$ cat config.mk
export PLATFORM = sky130hd
export DESIGN_NAME = conversor_reg_bcd_reg_nbits_flat
export DESIGN_NICKNAME = d
export VERILOG_FILES = /design/src/rtl/conversor_reg_bcd_reg_nbits_if.sv /design/src/rtl/conversor_reg_bcd_reg_nbits.sv /design/src/flat_wrapper.sv
export SDC_FILE = /design/constraint.sdc
export NUM_CORES = 1
export LEC_CHECK = 0
export CAP_MARGIN = 20
export CORE_ASPECT_RATIO = 1.75
export CORE_MARGIN = 4
export CORE_UTILIZATION = 58
export CTS_CLUSTER_SIZE = 28
export DETAILED_ROUTE_END_ITERATION = 16
export PLACE_DENSITY = 0.9
export SKIP_CTS_REPAIR_TIMING = 1
export SLEW_MARGIN = 30
export SYNTH_ARGS = -nofsm -noshare
export SYNTH_HDL_FRONTEND = slang
export SYNTH_SLANG_ARGS = --single-unit
$ cat constraint.sdc
create_clock -name clk -period 3.7 [get_ports clk]
set_input_delay 0.74 -clock clk [delete_from_list [all_inputs] [get_ports clk]]
set_output_delay 0.74 -clock clk [all_outputs]
set_load 0.05 [all_outputs]
$ cat src/rtl/conversor_reg_bcd_reg_nbits_if.sv
// Start/done handshake and operand/result bus of the BCD-to-binary converter.
// The master issues the BCD operand; the slave returns the binary result and status flags.
interface conversor_reg_bcd_reg_nbits_if #(
  parameter int TAM_REG_BIN = 16
);
  logic                     inicio;
  logic [TAM_REG_BIN+3:0]   reg_BCD;
  logic [TAM_REG_BIN-1:0]   reg_binario;
  logic                     ocupado;
  logic                     listo;
  logic                     error_digito;
  logic                     desborde;

  modport master (
    output inicio, reg_BCD,
    input  reg_binario, ocupado, listo, error_digito, desborde
  );

  modport slave (
    input  inicio, reg_BCD,
    output reg_binario, ocupado, listo, error_digito, desborde
  );
endinterface

$ cat src/rtl/conversor_reg_bcd_reg_nbits.sv
// Sequential BCD-to-binary converter using reverse double-dabble, one shift per clock.
// Digits above 9 abort straight to FIN with error_digito; a nonzero BCD residue means overflow.
module conversor_reg_bcd_reg_nbits #(
  parameter int TAM_REG_BIN = 16
) (
  input  logic                          clk,
  input  logic                          reset,
  conversor_reg_bcd_reg_nbits_if.slave  bus
);
  localparam int BW = TAM_REG_BIN + 4;
  localparam int ND = BW / 4;
  localparam int CW = $clog2(TAM_REG_BIN);

  typedef enum logic [1:0] {REPOSO, CONVIRTIENDO, FIN} state_t;

  state_t                 state_q, state_d;
  logic [BW-1:0]          bcd_q, bcd_d;
  logic [TAM_REG_BIN-1:0] bin_q, bin_d;
  logic [CW-1:0]          cnt_q, cnt_d;
  logic                   err_q, err_d;
  logic [TAM_REG_BIN-1:0] reg_binario_q, reg_binario_d;
  logic                   ocupado_q, ocupado_d;
  logic                   listo_q, listo_d;
  logic                   error_digito_q, error_digito_d;
  logic                   desborde_q, desborde_d;

  function automatic logic digit_invalid(input logic [BW-1:0] v);
    logic r;
    r = 1'b0;
    for (int i = 0; i < ND; i++) begin
      if (v[4*i +: 4] > 4'd9) r = 1'b1;
    end
    return r;
  endfunction

  // Inverse of the add-3 step: a digit that reached 8 or more after the shift had borrowed 5
  function automatic logic [BW-1:0] ajustar(input logic [BW-1:0] v);
    logic [BW-1:0] r;
    r = v;
    for (int i = 0; i < ND; i++) begin
      if (v[4*i +: 4] >= 4'd8) r[4*i +: 4] = v[4*i +: 4] - 4'd3;
    end
    return r;
  endfunction

  always_comb begin
    state_d        = state_q;
    bcd_d          = bcd_q;
    bin_d          = bin_q;
    cnt_d          = cnt_q;
    err_d          = err_q;
    reg_binario_d  = reg_binario_q;
    ocupado_d      = ocupado_q;
    listo_d        = 1'b0;
    error_digito_d = error_digito_q;
    desborde_d     = desborde_q;

    case (state_q)
      REPOSO: begin
        if (bus.inicio) begin
          bcd_d     = bus.reg_BCD;
          bin_d     = '0;
          cnt_d     = '0;
          err_d     = digit_invalid(bus.reg_BCD);
          ocupado_d = 1'b1;
          state_d   = err_d ? FIN : CONVIRTIENDO;
        end
      end
      CONVIRTIENDO: begin
        bin_d = {bcd_q[0], bin_q[TAM_REG_BIN-1:1]};
        bcd_d = ajustar({1'b0, bcd_q[BW-1:1]});
        cnt_d = cnt_q + CW'(1);
        if (cnt_q == CW'(TAM_REG_BIN - 1)) state_d = FIN;
      end
      FIN: begin
        reg_binario_d  = err_q ? '0 : bin_q;
        error_digito_d = err_q;
        desborde_d     = !err_q && (bcd_q != '0);
        listo_d        = 1'b1;
        ocupado_d      = 1'b0;
        state_d        = REPOSO;
      end
      default: state_d = REPOSO;
    endcase
  end

  always_ff @(posedge clk) begin
    if (reset) begin
      state_q        <= REPOSO;
      bcd_q          <= '0;
      bin_q          <= '0;
      cnt_q          <= '0;
      err_q          <= 1'b0;
      reg_binario_q  <= '0;
      ocupado_q      <= 1'b0;
      listo_q        <= 1'b0;
      error_digito_q <= 1'b0;
      desborde_q     <= 1'b0;
    end else begin
      state_q        <= state_d;
      bcd_q          <= bcd_d;
      bin_q          <= bin_d;
      cnt_q          <= cnt_d;
      err_q          <= err_d;
      reg_binario_q  <= reg_binario_d;
      ocupado_q      <= ocupado_d;
      listo_q        <= listo_d;
      error_digito_q <= error_digito_d;
      desborde_q     <= desborde_d;
    end
  end

  assign bus.reg_binario  = reg_binario_q;
  assign bus.ocupado      = ocupado_q;
  assign bus.listo        = listo_q;
  assign bus.error_digito = error_digito_q;
  assign bus.desborde     = desborde_q;
endmodule

$ cat src/flat_wrapper.sv
// flat-port wrapper written by rule: the top's interface ports become plain ports
module conversor_reg_bcd_reg_nbits_flat 
#(
  parameter int TAM_REG_BIN = 16
)
  (clk, reset, bus_inicio, bus_reg_BCD, bus_reg_binario, bus_ocupado, bus_listo, bus_error_digito, bus_desborde);
  conversor_reg_bcd_reg_nbits_if #(.TAM_REG_BIN(TAM_REG_BIN)) bus_i ();
  input  logic clk;
  input  logic reset;
  input wire logic [$bits(bus_i.inicio)-1:0] bus_inicio;
  input wire logic [$bits(bus_i.reg_BCD)-1:0] bus_reg_BCD;
  output wire logic [$bits(bus_i.reg_binario)-1:0] bus_reg_binario;
  output wire logic [$bits(bus_i.ocupado)-1:0] bus_ocupado;
  output wire logic [$bits(bus_i.listo)-1:0] bus_listo;
  output wire logic [$bits(bus_i.error_digito)-1:0] bus_error_digito;
  output wire logic [$bits(bus_i.desborde)-1:0] bus_desborde;
  assign bus_i.inicio = bus_inicio;
  assign bus_i.reg_BCD = bus_reg_BCD;
  assign bus_reg_binario = bus_i.reg_binario;
  assign bus_ocupado = bus_i.ocupado;
  assign bus_listo = bus_i.listo;
  assign bus_error_digito = bus_i.error_digito;
  assign bus_desborde = bus_i.desborde;
  conversor_reg_bcd_reg_nbits #(.TAM_REG_BIN(TAM_REG_BIN)) u_core (.clk(clk), .reset(reset), .bus(bus_i));
endmodule
==> reports/results.ini, run 1 <==
[synthesis]
synth.cell_area_um2 = 2960
ys_warn_count = 0
seq_area_frac_synth_pct = 42.6
synthCells = 331
synth-edff-count = 0
async_reset_ff_share_pct = 0
synth_top_flop_cell = dfxtp_1
synth_nets = 363
avgSynthCellArea_um2 = 8.94
synth_cell_type_count = 46
ys_seq_elements = 63

[global_routing]
antenna_found_initial = 0
grt_pass1_vias = 2456
grt-ovfl-total = 0
grt_pass1_wl_um = 11300
grt_max_degree = 64
grt_use_total_pct = 23.0

[setup_path]
cp_slowest_cell = clkdlybuf4s50_1
worstPathArrival_ps = 1510
slowest_delay_ps = 820
crit_cells = 1
critPathTopFamily = buffers and inverters
cp-start-kind = register
regToRegSetupSlack_ps = 1490
crit_type = reg -> out
r2r_cells = 4
critPathMaxFanout = 2
critPathBufInv = 1
path_cells = clkdlybuf4s50_1
cp-end-kind = output pin
cp.required_ps = 2960

[floorplanning]
die_y_um = 102
rows = 34
dieArea_um2 = 6350
boundaryPins = 43
start_util_pct = 59.5
coreArea_um2 = 4980
die_w_um = 62.0

[timing]
setup_viol = 0
finalCritPeriodShare_pct = 60.7
period_minus_slack_ps = 2250
fin_worst_skew_ps = 5.01
tightest_slew_ps = 893
rsz0062_at_grt = false
slew_viol_final = 0
fmaxAchievable_ghz = 0.445
timing.final.hold_violations = 0
setup_slack_ps = 1450
tns_ps = 0
max-slew-margin-rel_pct = 40.3

[clock_network]
htree_levels = 3
cts_buffer_depth = 2
cts_tree = built
cts_buffers = 9
clkTransAtPathRegs_ps = 60
cts_root_buf = clkbuf_8
clock_sinks = 63
clkLatencyLatePin_ps = 330

[routing]
drt-total-wl_um = 6630
drc = 0
via_per_inst = 6.04
met1Wirelength_um = 2840
firstDrtPassIters = 4
routed.top_layer = met4
drtIter0Drc = 102
dr_total_vias = 2520
met3WireLength_um = 230
wl_per_cell_um = 15.9
ant_nets = 0
wl_met2_um = 3400

[power]
vdd_drop_max_v = 0.000343
p_int_mw = 1.05
power.switching_mw = 0.381
p_comb_share_pct = 12.9
switching_share_pct = 26.6
p_seq_share_pct = 51.8
clockPowerShare_pct = 35.3
power_density_nw_per_um2 = 417
leakage_nw = 1.25

[placed_design]
portBuffers = 42
gp_congestion = 0.851
placed_area_um2 = 3280
pre_cts_ws_ps = 1220
hpwl_um = 4310

[cells_and_area]
fillers = 380
layout_common_cells = nor2_1 (64), dfxtp_1 (63), clkdlybuf4s50_1 (41), a21oi_1 (29), a22oi_1 (20)
final_common_cell = nor2_1
design_area_um2 = 3440
n_antenna_cell = 0
syn2layout_area_growth_pct = 16.3
drive_above_1_share_pct = 9.64
nNetsFinal = 392
final_util_pct = 69.2

[outcome]
status = complete, no violations

[worst_hold_path]
min_path_cells = 2
min_path_type = reg -> reg

[job]
maxCapViolations = 0

==> power groups by stage <==
stage               Combinational (mW)  Sequential, mW  Clock [mW]
floorplan                        0.143           0.749           0
global placement                 0.177           0.755           0
detailed placement               0.183           0.757           0
CTS                              0.186           0.743       0.516
global route                     0.205           0.747       0.545
finish                           0.184           0.744       0.506
==> synthesized netlist by cell type (2+ instances only) <==
cell type / n / share of area (%)
nand2b_1: 3 / 0.63
nor2b_1: 3 / 0.63
buf_1: 2 / 0.25
a22oi_1: 20 / 5.1
ha_1: 9 / 3.8
buf_4: 6 / 1.5
a311oi_1: 4 / 1.2
nor2_1: 64 / 8.1
nor3_1: 2 / 0.34
o21ai_0: 9 / 1.5
a221oi_1: 3 / 0.89
nor3b_1: 8 / 2.0
dfxtp_1: 63 / 43
nor4_1: 6 / 1.3
nor3_2: 3 / 1.0
clkbuf_1: 6 / 0.76
a21o_1: 2 / 0.51
buf_6: 4 / 1.5
nand3_1: 7 / 1.2
inv_1: 10 / 1.3
buf_2: 4 / 0.68
a2111oi_2: 3 / 1.5
a211oi_1: 8 / 2.0
a21oi_1: 29 / 4.9
nand2_1: 16 / 2.0
nor3b_2: 9 / 3.8
a211o_1: 3 / 0.89
xnor2_1: 7 / 2.1
==> cell families (layout without fill, tap and decap cells) <==
group                      after synthesis  in the layout  synth area share (%)
and+or+nand+nor                        127            127                  22.7
muxes                                    1              1                 0.338
AOI/OAI and AO/OA                       88             88                  21.0
adders and majority gates                9              9                  3.81
buffers and inverters                   35             67                  7.15
xor gates and xnor gates                 8              8                  2.37
DFF                                     63             63                  42.6
==> per-stage QoR <==
stage | instances | hold WS [ps] | total power, mW
CTS | 417 | 482 | 1.44
detailed placement | 403 | 461 | 0.940
floorplan | 331 | 445 | 0.892
global route | 417 | 524 | 1.50
finish | 417 | 482 | 1.43
global placement | 403 | 455 | 0.932
==> final timing paths <==
kind	endpoint	from
hold reg to reg	u_core.bcd_q[0]$_SDFFE_PP0P_	u_core.bcd_q[0]$_SDFFE_PP0P_
hold / removal	u_core.bcd_q[0]$_SDFFE_PP0P_	u_core.bcd_q[0]$_SDFFE_PP0P_
setup reg to reg	u_core.cnt_q[3]$_SDFFE_PP0P_	u_core.state_q[0]$_SDFFE_PP0P_
setup / recovery	bus_error_digito	u_core.bus.error_digito$_SDFFE_PP0P_
==> per-layer routing <==
| layer | track usage (%) | vias up |
|---|---|---|
| met2 | 36.7 | 56 |
| met4 | 10.9 | 0 |
| li1 | - | 1217 |
| met5 | 0 | - |
| met1 | 28.8 | 1231 |
| met3 | 5.01 | 16 |
==> state kept, by name, indices dropped and copies added, names as in the netlist <==
signal                   count
u_core.bcd_q                20
u_core.bin_q                16
u_core.bus.desborde          1
u_core.bus.error_digito      1
u_core.bus.listo             1
u_core.bus.ocupado           1
u_core.bus.reg_binario      16
u_core.cnt_q                 4
u_core.err_q                 1
u_core.state_q               2
==> layout make-up <==
type	instances	area [um^2]	area share, %
clock buffer	13	159	4.62
clock inverter	1	5.00	0.145
inverter	10	37.5	1.09
multi-input combinational	233	1490	43.2
sequential	63	1260	36.6
tap	54	67.6	1.96
timing repair buffer	43	425	12.4
Power figures use the tool's default switching activity.
==> inputs of run 2 (changes only) <==
--- a/config.mk
+++ b/config.mk
@@ -8,10 +8,10 @@
 export CAP_MARGIN = 20
 export CORE_ASPECT_RATIO = 1.75
 export CORE_MARGIN = 4
-export CORE_UTILIZATION = 58
+export CORE_UTILIZATION = 54
 export CTS_CLUSTER_SIZE = 28
 export DETAILED_ROUTE_END_ITERATION = 16
-export PLACE_DENSITY = 0.9
+export PLACE_DENSITY = 0.85
 export SKIP_CTS_REPAIR_TIMING = 1
 export SLEW_MARGIN = 30
 export SYNTH_ARGS = -nofsm -noshare
==> constraint.sdc (replaced) <==
create_clock -name clk -period 2.15 [get_ports clk]
set_input_delay 0.43 -clock clk [delete_from_list [all_inputs] [get_ports clk]]
set_output_delay 0.43 -clock clk [all_outputs]
set_load 0.05 [all_outputs]
==> reports/results.ini, run 2 (same netlist as run 1, synthesis figures left out) <==
[outcome]
status = complete, no violations

[job]
maxCapViolations = 0

[clock_network]
cts_tree = built
clock_sinks = 63
clkTransAtPathRegs_ps = 70
cts_buffer_depth = 2
cts_root_buf = clkbuf_8
clkLatencyLatePin_ps = 330
htree_levels = 3
cts_buffers = 9

[cells_and_area]
design_area_um2 = 3580
regArea_um2 = 1260
drive_above_1_share_pct = 11.8
stdcell_count = 446
final_util_pct = 67.6
nNetsFinal = 399
n_antenna_cell = 0
layout_common_cells = nor2_1 (64), dfxtp_1 (63), clkdlybuf4s50_1 (41), a21oi_1 (29), a22oi_1 (20)
multi_input_area_um2 = 1490
final_common_cell = nor2_1
fillers = 407
largest_reg_flops = 20
regMostFlops = u_core.bcd_q
syn2layout_area_growth_pct = 21.0

[global_routing]
antenna_found_initial = 0
grt_util_met3_pct = 4.55
grt_util_met1_pct = 23.2
grt_pass1_vias = 2447
busiest_layer = met2
met2_usage_pct = 34.6
grt_max_degree = 40
grt-ovfl-total = 0
grt_use_total_pct = 20.3
grt_pass1_wl_um = 11000

[setup_path]
crit_type = reg -> out
critPathMaxFanout = 2
cp.required_ps = 1720
critPathTopFamily = buffers and inverters
cp_slowest_cell = clkdlybuf4s50_1
cp-start-kind = register
slowest_delay_ps = 810
critPathBufInv = 1
path_cells = clkdlybuf4s50_1
worstPathArrival_ps = 1500
cp-end-kind = output pin

[timing]
fmaxAchievable_ghz = 0.519
finalCritPeriodShare_pct = 89.6
timing.final.hold_violations = 0
fin_worst_skew_ps = 8.94
holdWs_ps = 478
tightest_slew_ps = 564
setup_viol = 0
setup_slack_ps = 223
period_minus_slack_ps = 1930
max-slew-margin-rel_pct = 62.4
rsz0062_at_grt = false
slew_viol_final = 0
tns_ps = 0

[power]
leakage_nw = 1.31
vdd_drop_max_v = 0.000539
power_density_nw_per_um2 = 729
p_total_mw = 2.61

[floorplanning]
start_util_pct = 55.8
die_y_um = 106
rows = 35
die_w_um = 64.0
boundaryPins = 43
dieArea_um2 = 6770
coreArea_um2 = 5300

[routing]
drtIter0Drc = 129
firstDrtPassIters = 4
wl_per_cell_um = 14.3
drt-total-wl_um = 6370
ant_nets = 0
dr_total_vias = 2461
via_per_inst = 5.52
drc = 0

[placed_design]
gp_congestion = 0.823
portBuffers = 42
pre_cts_ws_ps = 160
post-place-cells = 430
placed_area_um2 = 3390
hpwl_um = 4290

[worst_hold_path]
min_path_type = reg -> reg

## run 2: cell count changes in the layout (fill, tap and decap cells not counted), sizes merged
cell	before	now
bufinv	0	1
clkbuf	13	12
clkinv	1	3
buf	2	9
## run 2: metal layers
metal / share of wire [%] / vias to the layer above
met1: 43 / 1153
li1: - / 1235
met2: 51 / 58
met3: 3.4 / 15
met5: 0 / -
met4: 2.6 / 0
## run 2: worst reg2reg max path: stages (launching register included)
cell,delay (ps)
dfxtp_1,660
nor2b_2,300
buf_12,220
nor2_1,80
a211o_1,270
a21oi_1,110
## run 2: cell type report
class                      instances  share of cell area (%)
clock buffer                      12                    4.05
clock inverter                     4                    1.26
inverter                          10                    1.05
multi-input combinational        233                    41.5
sequential                        63                    35.2
tap                               74                    2.59
timing repair buffer              50                    14.3
## run 2: final timing paths
kind / cells after the start / end / from / slack [ps]
worst max register to register: 5 / u_core.bcd_q[10]$_SDFFE_PP0P_ / u_core.state_q[0]$_SDFFE_PP0P_ / 430
worst max-delay path: 1 / bus_reg_binario[10] / u_core.bus.reg_binario[10]$_SDFFE_PP0P_ / 220
worst min-delay path: 2 / u_core.bus.desborde$_SDFFE_PP0P_ / u_core.bus.desborde$_SDFFE_PP0P_ / 480
worst min register to register: 2 / u_core.bus.desborde$_SDFFE_PP0P_ / u_core.bus.desborde$_SDFFE_PP0P_ / 480
## run 2: power by group
| group | internal, mW | total (mW) | switching [mW] |
|---|---|---|---|
| Clock | 0.562 | 0.995 | 0.433 |
| Combinational | 0.156 | 0.350 | 0.194 |
| Sequential | 1.21 | 1.27 | 0.0563 |
| Total | 1.93 | 2.61 | 0.683 |
